`src/rtl/load_store_unit.sv`:
```
// load_store_unit: initiator side of the data-memory interface.
// Turns byte/half/word load-store requests into word-indexed memory accesses.
// It adds MEM_LAT wait states, lane extraction with sign/zero extension and
// alignment checking. The pipeline is stalled while a request is in flight.
// Optional feature macro LSU_RMW_EN enables read-modify-write for sub-word
// stores. Without it, sub-word stores are rejected through misalign_o.
// Ports:
//   clk_i, rst_i (sync, active-low)
//   req_valid_i/req_write_i/req_size_i/req_signed_i/req_addr_i/req_wdata_i : request
//   req_ready_o, resp_valid_o, resp_rdata_o, misalign_o, stall_o       : response/pipeline
//   mem_addr_o (word index), mem_data_o, mem_write_o, mem_read_o, mem_data_i : memory
module load_store_unit #(
   parameter int MEM_LAT = 1
) (
   input  logic        clk_i,
   input  logic        rst_i,
   input  logic        req_valid_i,
   input  logic        req_write_i,
   input  logic [1:0]  req_size_i,
   input  logic        req_signed_i,
   input  logic [31:0] req_addr_i,
   input  logic [31:0] req_wdata_i,
   output logic        req_ready_o,
   output logic        resp_valid_o,
   output logic [31:0] resp_rdata_o,
   output logic        misalign_o,
   output logic        stall_o,
   output logic [31:0] mem_addr_o,
   output logic [31:0] mem_data_o,
   output logic        mem_write_o,
   output logic        mem_read_o,
   input  logic [31:0] mem_data_i
);
   typedef enum logic [2:0] {IDLE, RD, CAP, WR, RESP
`ifdef LSU_RMW_EN
      , RMW_WR
`endif
   } state_t;
   localparam logic [2:0] LAST = 3'(MEM_LAT - 1);
   state_t      state_q;
   logic [2:0]  cnt_q;
   logic [1:0]  size_q, off_q;
   logic        signed_q, rd_q, wr_q, valid_q, mis_q;
   logic [31:0] addr_q, mdata_q, rdata_q, rdata_d;
   logic [15:0] lane;
   logic [4:0]  sh;
   logic        err_d;
`ifdef LSU_RMW_EN
   logic        write_q;
   logic [31:0] wdata_q, mask, merge_d;
`endif
   always_comb begin
      err_d = (&req_size_i) | (req_size_i == 2'b01 & req_addr_i[0]) | (req_size_i == 2'b10 & |req_addr_i[1:0])
`ifndef LSU_RMW_EN
            | (req_write_i & ~req_size_i[1])
`endif
            ;
      // a legal half always has off_q[0]=0, so one byte-granular shift serves both sizes
      sh = {off_q, 3'b000};
      lane = 16'(mem_data_i >> sh);
      rdata_d = size_q == 2'b00 ? {{24{signed_q & lane[7]}}, lane[7:0]} :
                size_q == 2'b01 ? {{16{signed_q & lane[15]}}, lane} : mem_data_i;
`ifdef LSU_RMW_EN
      mask = size_q[0] ? 32'h0000_FFFF : 32'h0000_00FF;
      merge_d = (mem_data_i & ~(mask << sh)) | ((wdata_q & mask) << sh);
`endif
   end
   always_ff @(posedge clk_i) begin
      if (!rst_i) begin
         state_q  <= IDLE;
         cnt_q    <= '0;
         size_q   <= '0;
         off_q    <= '0;
         signed_q <= 1'b0;
         addr_q   <= '0;
         mdata_q  <= '0;
         rdata_q  <= '0;
         rd_q     <= 1'b0;
         wr_q     <= 1'b0;
         valid_q  <= 1'b0;
         mis_q    <= 1'b0;
`ifdef LSU_RMW_EN
         write_q  <= 1'b0;
         wdata_q  <= '0;
`endif
      end else begin
         rd_q    <= 1'b0;
         wr_q    <= 1'b0;
         valid_q <= 1'b0;
         mis_q   <= 1'b0;
         mdata_q <= '0;
         rdata_q <= '0;
         case (state_q)
            IDLE: if (req_valid_i) begin
               size_q   <= req_size_i;
               off_q    <= req_addr_i[1:0];
               signed_q <= req_signed_i;
               addr_q   <= {2'b00, req_addr_i[31:2]};
`ifdef LSU_RMW_EN
               write_q  <= req_write_i;
               wdata_q  <= req_wdata_i;
`endif
               if (err_d) begin
                  state_q <= RESP;
                  valid_q <= 1'b1;
                  mis_q   <= 1'b1;
               end else if (req_write_i && req_size_i == 2'b10) begin
                  state_q <= WR;
                  wr_q    <= 1'b1;
                  mdata_q <= req_wdata_i;
               end else begin
                  state_q <= RD;
                  rd_q    <= 1'b1;
                  cnt_q   <= '0;
               end
            end
            RD: if (cnt_q == LAST) state_q <= CAP;
               else begin
                  cnt_q <= cnt_q + 3'd1;
                  rd_q  <= 1'b1;
               end
            CAP:
`ifdef LSU_RMW_EN
               if (write_q) begin
                  state_q <= RMW_WR;
                  wr_q    <= 1'b1;
                  mdata_q <= merge_d;
               end else
`endif
               begin
                  state_q <= RESP;
                  valid_q <= 1'b1;
                  rdata_q <= rdata_d;
               end
`ifdef LSU_RMW_EN
            WR, RMW_WR: begin
`else
            WR: begin
`endif
               state_q <= RESP;
               valid_q <= 1'b1;
            end
            default: state_q <= IDLE;
         endcase
      end
   end
   assign req_ready_o  = state_q == IDLE;
   assign stall_o      = (state_q == IDLE && req_valid_i) || !(state_q == IDLE || state_q == RESP);
   assign resp_valid_o = valid_q;
   assign resp_rdata_o = rdata_q;
   assign misalign_o   = mis_q;
   assign mem_addr_o   = addr_q;
   assign mem_data_o   = mdata_q;
   assign mem_write_o  = wr_q;
   assign mem_read_o   = rd_q;
endmodule

```
`config.mk`:
```
export PLATFORM = sky130hd
export DESIGN_NAME = load_store_unit
export DESIGN_NICKNAME = d
export VERILOG_FILES = /design/src/rtl/load_store_unit.sv
export SDC_FILE = /design/constraint.sdc
export NUM_CORES = 1
export LEC_CHECK = 0
export CORE_AREA = 2 2 89 126
export DETAILED_ROUTE_END_ITERATION = 6
export DIE_AREA = 0 0 91 128
export PLACE_DENSITY_LB_ADDON = 0.08
export SYNTH_ARGS = -nofsm -noshare
export SYNTH_HDL_FRONTEND = slang
export SYNTH_SLANG_ARGS = --single-unit
```
`constraint.sdc`:
```
create_clock -name clk_i -period 2.64 [get_ports clk_i]
set_input_delay 0.528 -clock clk_i [delete_from_list [all_inputs] [get_ports clk_i]]
set_output_delay 0.528 -clock clk_i [all_outputs]
set_load 0.03 [all_outputs]
```
Word level (Yosys, flattened, before mapping)

Cells that the tools add are included.

Bits in registers: 109
Input port bits: 103
Output and inout bits: 102
Word-level logic and storage cells: 79

Add/sub/neg operators: 1
Equality and inequality tests: 12
Shift operators: 1
Mux-type cells: 21
Bitwise logic cells: 13
Reductions and logical operators: 19

Operators with widths:

| operator                                            | count |
|---|---|
| two-way mux 32 bit                                  | 2 |
| >> shifter 32 x 5 -> 16 bit                         | 1 |
| two-way mux 3 bit                                   | 7 |
| != test 2 bit, second input constant                | 5 |
| AND reduction 2 bit                                 | 5 |
| one-hot mux 3 bit (3 select lines)                  | 1 |
| two-way mux 1 bit                                   | 7 |
| equality test 3 x 2 -> 1 bit, second input constant | 2 |
| zero test 3 bit                                     | 2 |
| one-hot mux 3 bit (2 select lines)                  | 1 |
| AND 1 bit                                           | 5 |
| inverter 1 bit                                      | 5 |
| AND reduction 5 bit                                 | 1 |
| OR reduction 5 bit                                  | 1 |
| equality test 2 x 1 -> 1 bit, second input constant | 2 |
| one-hot mux 1 bit (2 select lines)                  | 2 |
| OR reduction 2 bit                                  | 2 |
| OR reduction 4 bit                                  | 1 |
| adder 3 x 1 -> 3 bit, second input constant         | 1 |
| equality test 3 x 1 -> 1 bit, second input constant | 1 |
| equality test 3 bit, second input constant          | 1 |
| bitwise OR 1 bit                                    | 3 |
| equality test 2 bit, second input constant          | 1 |
| logical AND 1 bit                                   | 2 |
| other kinds (5)                                     | 6 |

Depth between registers and ports, before layout

Gate-level depths: netlist (run 1).

Depth in word-level cells: 8
Gate-level depth with buffers: 7

Worst setup path before layout (run 1)

Ideal clock, no wire load.

Kind: in2out
Start point: input req_valid_i
End point: output stall_o
Arrival time: 1283 ps
Required time: 2112 ps
Path slack: 829 ps
Stages on the path: 3
Buffers on the path: 1
Path through: nor4b_2 -> buf_2 -> or3_1

Cells in the longest elaborated chain, start to end: 2

RTL lines:

| element           | line | RTL |
|---|---|---|
| start, declared   | 17   | `input logic req_valid_i,` |
| logical AND 1 bit | 148  | `assign stall_o = (state_q == IDLE && req_valid_i) \|\| !(state_q == IDLE \|\| state_q == RESP);` |
| logical OR 1 bit  | 148  |  |
| end, declared     | 27   | `output logic stall_o,` |

Every way passes these cells.

Worst setup path in the final report (run 1)

Start point: register state_q[1]
End point: output req_ready_o

Cells in the longest elaborated chain, start to end: 1

RTL lines:

| element                | line | RTL |
|---|---|---|
| start, declared        | 40   | `state_t state_q;` |
| start signal, assigned | 70   | `state_q <= IDLE;` |
| start signal, assigned | 104  | `state_q <= RESP;` |
| start signal, assigned | 108  | `state_q <= WR;` |
| zero test 3 bit        | 147  | `assign req_ready_o = state_q == IDLE;` |
| end, declared          | 23   | `output logic req_ready_o,` |

Every way passes these cells.

==> results.txt, run 1 <==
The initial antenna violation count is 0. The fraction of final layout cells with drive strength greater than 1 was 6.03%. The tool flagged a number of max-cap violations equal to 0. The fmax was 451 MHz. Entering global routing, the biggest net connects 37 pins.

Area share of the largest cell type after synthesis: 52.8%. Setup repair after global routing left no endpoint under its margin. For this design the top-level I/O count stands at 205. The run gives 0 as the total DRC errors in the routed layout. Hold repair after CTS inserted 0 buffers.

The detailed router finished its first iteration with 103 violations. The number of buffers and inverters on the critical path was 1. Measured along the x axis, the die boundary spans 91 um.

In this run the power density over the cells is 543 nW/um^2. The tools report the gate count of the mapped netlist as 434. After clock tree synthesis, the repair step resized 0 gates. Across all layers, the routed design uses 3,707 vias. Yosys printed 0 warnings.

The detail route stage leaves a number of antenna-violating nets equal to 0. The tools report the final weighted congestion in routability-driven placement as 0.909. For the number of placement rows, the log shows 45. In this run the worst hold path is classified as reg2reg.

Per report_power, the combinational group accounts for 15.8% of the total. After synthesis, the mean cell area works out to 9.53 sq um. The run gives 0 as the buffer count from post-CTS setup fixing. The library cell used most frequently in the layout, excluding fill and tap cells, is sky130_fd_sc_hd__clkdlybuf4s50_1.

At the pin with the least slew margin, the transition time is 791 ps. The minimum period implied by the final worst setup slack was 2220 ps. Leaving out fill and tap cells, the most frequent cells in the layout are 201 x sky130_fd_sc_hd__clkdlybuf4s50_1, 109 x sky130_fd_sc_hd__dfxtp_1, 85 x sky130_fd_sc_hd__nand2_1.

Routed via count divided by cell count: 4.81. The initial utilization of the core area, before any placement, comes to 39.1%. The signal on the critical path passes through nor3_1, clkdlybuf4s50_1. Cells fill 61.9% of the core in the end. The buffer levels on the longest clock path is 2, and the clock latency reported for the late side of the worst-skew pair is 330 ps. The run gives 52.8% as the sequential share of the synthesized area. 0 antenna diodes ended up in the layout. After clock tree synthesis, the clock-pin slew on the worst setup and hold paths is 70 ps.

The number of global-route vias before repair is 3,692. During placement, the flow inserted port buffers numbering 202. The run gives 0 as the final-report setup violation count. For the internal power, the log shows 2.64 mW.

After global routing the overflow that remains totals 0. The H-tree was split into 3 levels. The worst-path cell with the longest stage delay is sky130_fd_sc_hd__clkdlybuf4s50_1. The share of the clock period used by the worst path is 84.0%. By area the synthesized netlist is led by sky130_fd_sc_hd__dfxtp_1 53%, sky130_fd_sc_hd__nand2_1 7.7%, sky130_fd_sc_hd__a21boi_0 6.5%. Yosys mapped the design onto 45 distinct sky130hd cell types. The post-synthesis register bit count came out at 109. The worst supply voltage drop on vdd was 372 uV; the final HPWL from detailed placement was 8730 um. Between clock sinks in the finished design, the worst skew comes to 5.27 ps. The aggregate global-route resource usage was 19.8%. The final-stage net count was 731.

Of all nets on the critical path, the largest fanout is 8. In this run the tightest slew margin relative to its limit is 47.2%. The largest incremental delay on the critical path is 720 ps.

The average routed wire per standard cell was 14.9 um. Grouping stages by cell kind, the critical path spends the most delay in buffers and inverters. For the worst setup path, the data required time is 2110 ps. The total leakage power is 2.62 nW, and the net switching power of the design is 919 uW. The run gives 1690 ps as the data arrival time at the worst-slack endpoint.

The flow ran to the end, and the final reports show no timing, DRC or antenna violations. The root buffer cell chosen for the clock tree is sky130_fd_sc_hd__clkbuf_16. Vertical die dimension: 128 um. Per report_power, the sequential group accounts for 48.5% of the total. The most area-hungry cell type in the Yosys netlist is sky130_fd_sc_hd__dfxtp_1. The number of hold-slack violations in the final timing report was 0.

The number of sinks driven by the clock tree is 109. The tools report the nature of the critical path endpoint as a primary output. The run gives 11,500 um as the sum of routed wire length over all layers. The most frequently used flop master after synthesis is sky130_fd_sc_hd__dfxtp_1. Max-slew violation count: 0.

The critical path in this run is classified as reg2out. Post-synthesis instance area: 4140 sq um. STA classifies the critical path startpoint as a flop.

In this run, the clock network consumes 35.8% of the power. TritonCTS created 9 clock buffers. The run gives 18,500 um as the wire length of the first global-routing pass. The signed area change from the synthesized netlist to the final layout was 58.3%.

After routing, the total negative slack on setup checks comes to 0 ps. The core region is 10,600 sq um. The proportion of register bits with asynchronous set or reset after synthesis is 0%, and the count of flip-flops with a built-in enable after synthesis is 0. TritonCTS built the clock tree.

Switching part of the total power: 25.9%. The pre-antenna-repair detailed-routing pass consisted of 4 iterations. The die covers 11,600 sq um.
-- per-stage QoR --
step	total power [mW]	std cells	instance area (sq um)	hold WS [ps]	setup slack, ps
2_1_floorplan	2.02	435	4140	439	829
3_5_place_dp	2.32	756	6270	457	360
3_3_place_gp	2.32	756	6270	449	456
6_report	3.56	771	6550	462	421
5_1_grt	3.71	771	6550	489	343
4_1_cts	3.60	771	6550	467	404
-- final timing paths --
check,from,to,slack (ps),cells past startpoint
worst min register to register,mem_addr_o[9],mem_addr_o[9],460,2
worst max-delay path,state_q[1],req_ready_o,420,2
worst max register to register,off_q[0],resp_rdata_o[3],570,5
worst min-delay path,mem_addr_o[9],mem_addr_o[9],460,2
-- synth_stat cells, types with 2 or more instances --
cell type / count
sky130_fd_sc_hd__and2_1: 37
sky130_fd_sc_hd__dfxtp_1: 109
sky130_fd_sc_hd__mux2_2: 5
sky130_fd_sc_hd__ha_1: 2
sky130_fd_sc_hd__nor3_1: 2
sky130_fd_sc_hd__buf_6: 2
sky130_fd_sc_hd__nor3b_1: 3
sky130_fd_sc_hd__nand3b_1: 4
sky130_fd_sc_hd__a21oi_1: 9
sky130_fd_sc_hd__o21ai_0: 16
sky130_fd_sc_hd__buf_2: 12
sky130_fd_sc_hd__nor2_1: 12
sky130_fd_sc_hd__nand2b_1: 4
sky130_fd_sc_hd__clkbuf_1: 13
sky130_fd_sc_hd__nand4b_1: 2
sky130_fd_sc_hd__nand2_1: 85
sky130_fd_sc_hd__a21o_1: 17
sky130_fd_sc_hd__a22oi_1: 9
sky130_fd_sc_hd__inv_1: 7
sky130_fd_sc_hd__a22o_1: 5
sky130_fd_sc_hd__mux2i_1: 6
sky130_fd_sc_hd__a32oi_1: 2
sky130_fd_sc_hd__o22ai_1: 3
sky130_fd_sc_hd__buf_4: 3
sky130_fd_sc_hd__nor2b_1: 9
sky130_fd_sc_hd__a21boi_0: 36
sky130_fd_sc_hd__o221a_2: 2
-- worst min-delay path, delay by kind of cell, from the launching register on --
kind	cells	cell delay [ps]
flops	1	310
compound gates	1	60
simple gates	1	40
-- state kept, by name, indices dropped and copies added (netlist names), 2 cells and up --
| name | flops |
|---|---|
| resp_rdata_o | 32 |
| size_q | 2 |
| off_q | 2 |
| mem_data_o | 32 |
| mem_addr_o | 30 |
| cnt_q | 3 |
| state_q | 3 |
-- power groups by stage --
stage | Combinational, mW | Clock, mW | Sequential (mW)
6_report | 0.561 | 1.27 | 1.72
5_1_grt | 0.607 | 1.38 | 1.73
4_1_cts | 0.566 | 1.32 | 1.72
3_5_place_dp | 0.563 | 0 | 1.76
3_3_place_gp | 0.559 | 0 | 1.76
2_1_floorplan | 0.201 | 0 | 1.82
-- metal layers --
metal  vias to the layer above  global-route usage, %  share of wire, %
met4                         0                   6.60               1.6
li1                       1836                      -                 -
met3                        12                   5.06               5.6
met1                      1735                   22.5                39
met5                         -                      0                 0
met2                       124                   36.1                54
-- logic make-up after synthesis --
group	count (synthesis)	synth area share, %
DFF	109	52.8
other	1	0.0907
buffers and inverters	38	4.45
AOI/OAI and AO/OA	104	17.7
and+or+nand+nor	167	20.4
adders and majority gates	2	0.605
muxes	13	3.99
-- area by class of cell --
class,instances,area [sq um]
inverter,7,26.3
clock buffer,9,225
clock inverter,6,56.3
fill,938,4040
multi-input combinational,288,1780
sequential,109,2180
tap,141,176
timing repair buffer,211,2100
Note: power is estimated with default switching activity, not from simulation.
==> inputs of run 2 (changes only) <==
Settings changed: CORE_AREA 2 2 89 126 to 2 2 94 132, DIE_AREA 0 0 91 128 to 0 0 96 134.
Clock period 2.64 ns to 2 ns, I/O delays scaled along.
==> results.txt, run 2 (synthesis gave the netlist of run 1 again) <==
The number of buffers inserted by port buffering came out at 202 (unchanged). The aggregate global-route resource usage came out at 18.5% (was 19.8%). The worst supply voltage drop on vdd is 533 uV (was 372 uV), and the number of top-level pins is 205 (unchanged). The run gives 0 (unchanged) as the number of hold-slack violations in the final timing report.

The fraction of final layout cells with drive strength greater than 1 is 8.92% (was 6.03%). The buffer type at the clock tree root was sky130_fd_sc_hd__clkbuf_16 (unchanged). Total grt overflow: 0 (unchanged). The data arrival time at the worst-slack endpoint is 1510 ps (was 1690 ps). Kind of critical path: in2out (was reg2out). The total DRC errors in the routed layout was 0 (unchanged). The most common cell after layout, fill and taps aside was sky130_fd_sc_hd__clkdlybuf4s50_1 (unchanged). The average routed wire per standard cell is 14.9 um (about the same), and the total die area is 12,900 sq um (was 11,600 sq um). The logs give 57.6% (was 61.9%) for the final core utilization and 5.80 ps (was 5.27 ps) for the clock tree skew after final layout. The signed area change from the synthesized netlist to the final layout is 62.9% (was 58.3%), and the number of placement rows is 47 (was 45).

The count of inserted antenna diode cells was 0 (unchanged). Cells traversed along the worst timing path: clkdlybuf4s50_1, nor4b_4, or3_1, buf_4 (was nor3_1, clkdlybuf4s50_1). For the slack of the worst reg-to-reg path, the log shows 350 ps (was 570 ps). The tools report the total leakage power as 2.73 nW (was 2.62 nW). The run gives 35.3% (was 39.1%) as the initial standard-cell utilization of the core.

The count of maximum capacitance violations came out at 0 (unchanged). The tools report the number of search-and-repair iterations in the first detailed-routing pass as 4 (unchanged). Top library cells by usage in the layout, fill and taps aside: 200 x sky130_fd_sc_hd__clkdlybuf4s50_1, 109 x sky130_fd_sc_hd__dfxtp_1, 85 x sky130_fd_sc_hd__nand2_1 (was 201 x sky130_fd_sc_hd__clkdlybuf4s50_1, 109 x sky130_fd_sc_hd__dfxtp_1, 85 x sky130_fd_sc_hd__nand2_1). The number of global-route vias before repair is 3,780 (was 3,692). The kind of launch point of the worst setup path was an input pin (was a flop).

The sum of routed wire length over all layers was 11,900 um (was 11,500 um). The path type of the worst min-delay path was reg2reg (unchanged). Timing would allow up to 522 MHz. The maximum number of pins on one net before global-route repair was 34 (was 37); the clock latency reported for the late side of the worst-skew pair was 350 ps (was 330 ps).

Deepest level of the CTS H-tree: 3 (unchanged). The final-stage net count is 750 (was 731), and the largest incremental delay on the critical path is 520 ps (was 720 ps). The flow ran to the end, and the final reports show no timing, DRC or antenna violations.

The nature of the critical path endpoint was a primary output (unchanged). The max-slew violation count was 0 (unchanged). The post-route non-filler standard cell count is 797 (was 771), and the worst path required time is 1600 ps (was 2110 ps).

The routed via count came out at 3,778 (was 3,707). The final HPWL from detailed placement came out at 9160 um (was 8730 um). The tools report the number of sinks driven by the clock tree as 109 (unchanged).

TritonCTS built the clock tree. The routed via count divided by cell count was 4.74 (was 4.81). The setup total negative slack was 0 ps (unchanged).

Number of design-rule violations left by the first detailed-router iteration: 74 (was 103). Buffer levels on the longest clock path: 2 (unchanged). The remaining antenna violation count came out at 0 (unchanged). The largest fanout on the critical path is 4 (was 8). The critical path's top delay family is buffers and inverters (unchanged).

The tools report the number of cells after detailed placement as 781 (was 756). Setup repair after global routing left no endpoint under its margin. The share of the clock period used by the worst path was 95.7%; the clock slew at the register clock pins of the worst setup and hold paths was 70 ps (about the same). The overall die width works out to 96 um (was 91 um). The worst-path cell with the longest stage delay was sky130_fd_sc_hd__clkdlybuf4s50_1 (unchanged). The number of buffers inserted for hold repair after clock tree synthesis came out at 0 (unchanged). The vertical die dimension is 134 um (was 128 um). The minimum period implied by the final worst setup slack was 1910 ps; the final weighted congestion in routability-driven placement was 0.864 (was 0.909). The number of buffers and inverters on the critical path works out to 2 (was 1). The logs give 11,700 sq um (was 10,600 sq um) for the placeable core region and 1,067 (was 938) for the layout filler cell count. The final-report setup violation count was 0 (unchanged).

For the initial antenna violation count, the log shows 0 (unchanged). The total CTS buffers was 9 (unchanged). The wire length of the first global-routing pass is 18,400 um (was 18,500 um).

The power per unit of standard cell area is 714 nW/um^2 (was 543 nW/um^2).
-- run 2: cell count changes in the layout (fill, tap and decap cells not counted), sizes merged --
cell and delta:
dlygate4sd2 +1, clkbuf +1, clkdlybuf4s50 -1, clkinvlp -1, inv +2, clkinv -1, buf +19
-- run 2: report_power, final --
group | leakage (nW) | switching [mW] | internal, mW
Combinational | 1.69 | 0.367 | 0.405
Clock | 0.148 | 0.856 | 0.913
Sequential | 0.884 | 0.0387 | 2.23
Total | 2.73 | 1.26 | 3.55
-- run 2: final cells by class --
cell class                 count  area, sq um  area share (%)
timing repair buffer         230         2270            33.6
sequential                   109         2180            32.4
multi-input combinational    288         1780            26.5
clock buffer                  10          239            3.55
tap                          147          184            2.73
clock inverter                 6         57.6           0.854
inverter                       7         26.3           0.390
-- run 2: final timing paths --
kind / depth (start not counted) / start / to
worst max-delay path: 4 / req_valid_i / stall_o
worst min-delay path: 2 / mem_addr_o[11] / mem_addr_o[11]
worst max register to register: 6 / off_q[0] / resp_rdata_o[19]
worst min register to register: 2 / mem_addr_o[11] / mem_addr_o[11]
-- run 2: stage by stage --
step / hold slack (ps) / setup WS [ps] / cell area [sq um] / power [mW]
floorplan: 439 / 445 / 4140 / 2.67
global placement: 449 / 46.3 / 6440 / 3.09
detailed placement: 455 / 11.2 / 6440 / 3.09
CTS: 465 / 89.1 / 6740 / 4.87
global route: 484 / 31.3 / 6740 / 5.02
finish: 461 / 86.0 / 6740 / 4.81
-- run 2: tightest hold or removal path, stage by stage (launching register included) --
cell and delay, ps:
sky130_fd_sc_hd__dfxtp_1 310, sky130_fd_sc_hd__nand2_1 40, sky130_fd_sc_hd__a21boi_0 60
-- run 2: repair_timing --
item                       CTS  global route
gates resized for setup      1             0
setup buffers                0             0
hold endpoints to repair     0             0
setup endpoints to repair    1             0
-- run 2: routing by layer --
metal | GRT usage (%) | wire, um | up-vias
met4 | 6.35 | 200 | 0
met1 | 19.7 | 4450 | 1770
met3 | 4.55 | 668 | 14
li1 | - | - | 1877
met5 | 0 | 0 | -
met2 | 34.5 | 6590 | 117
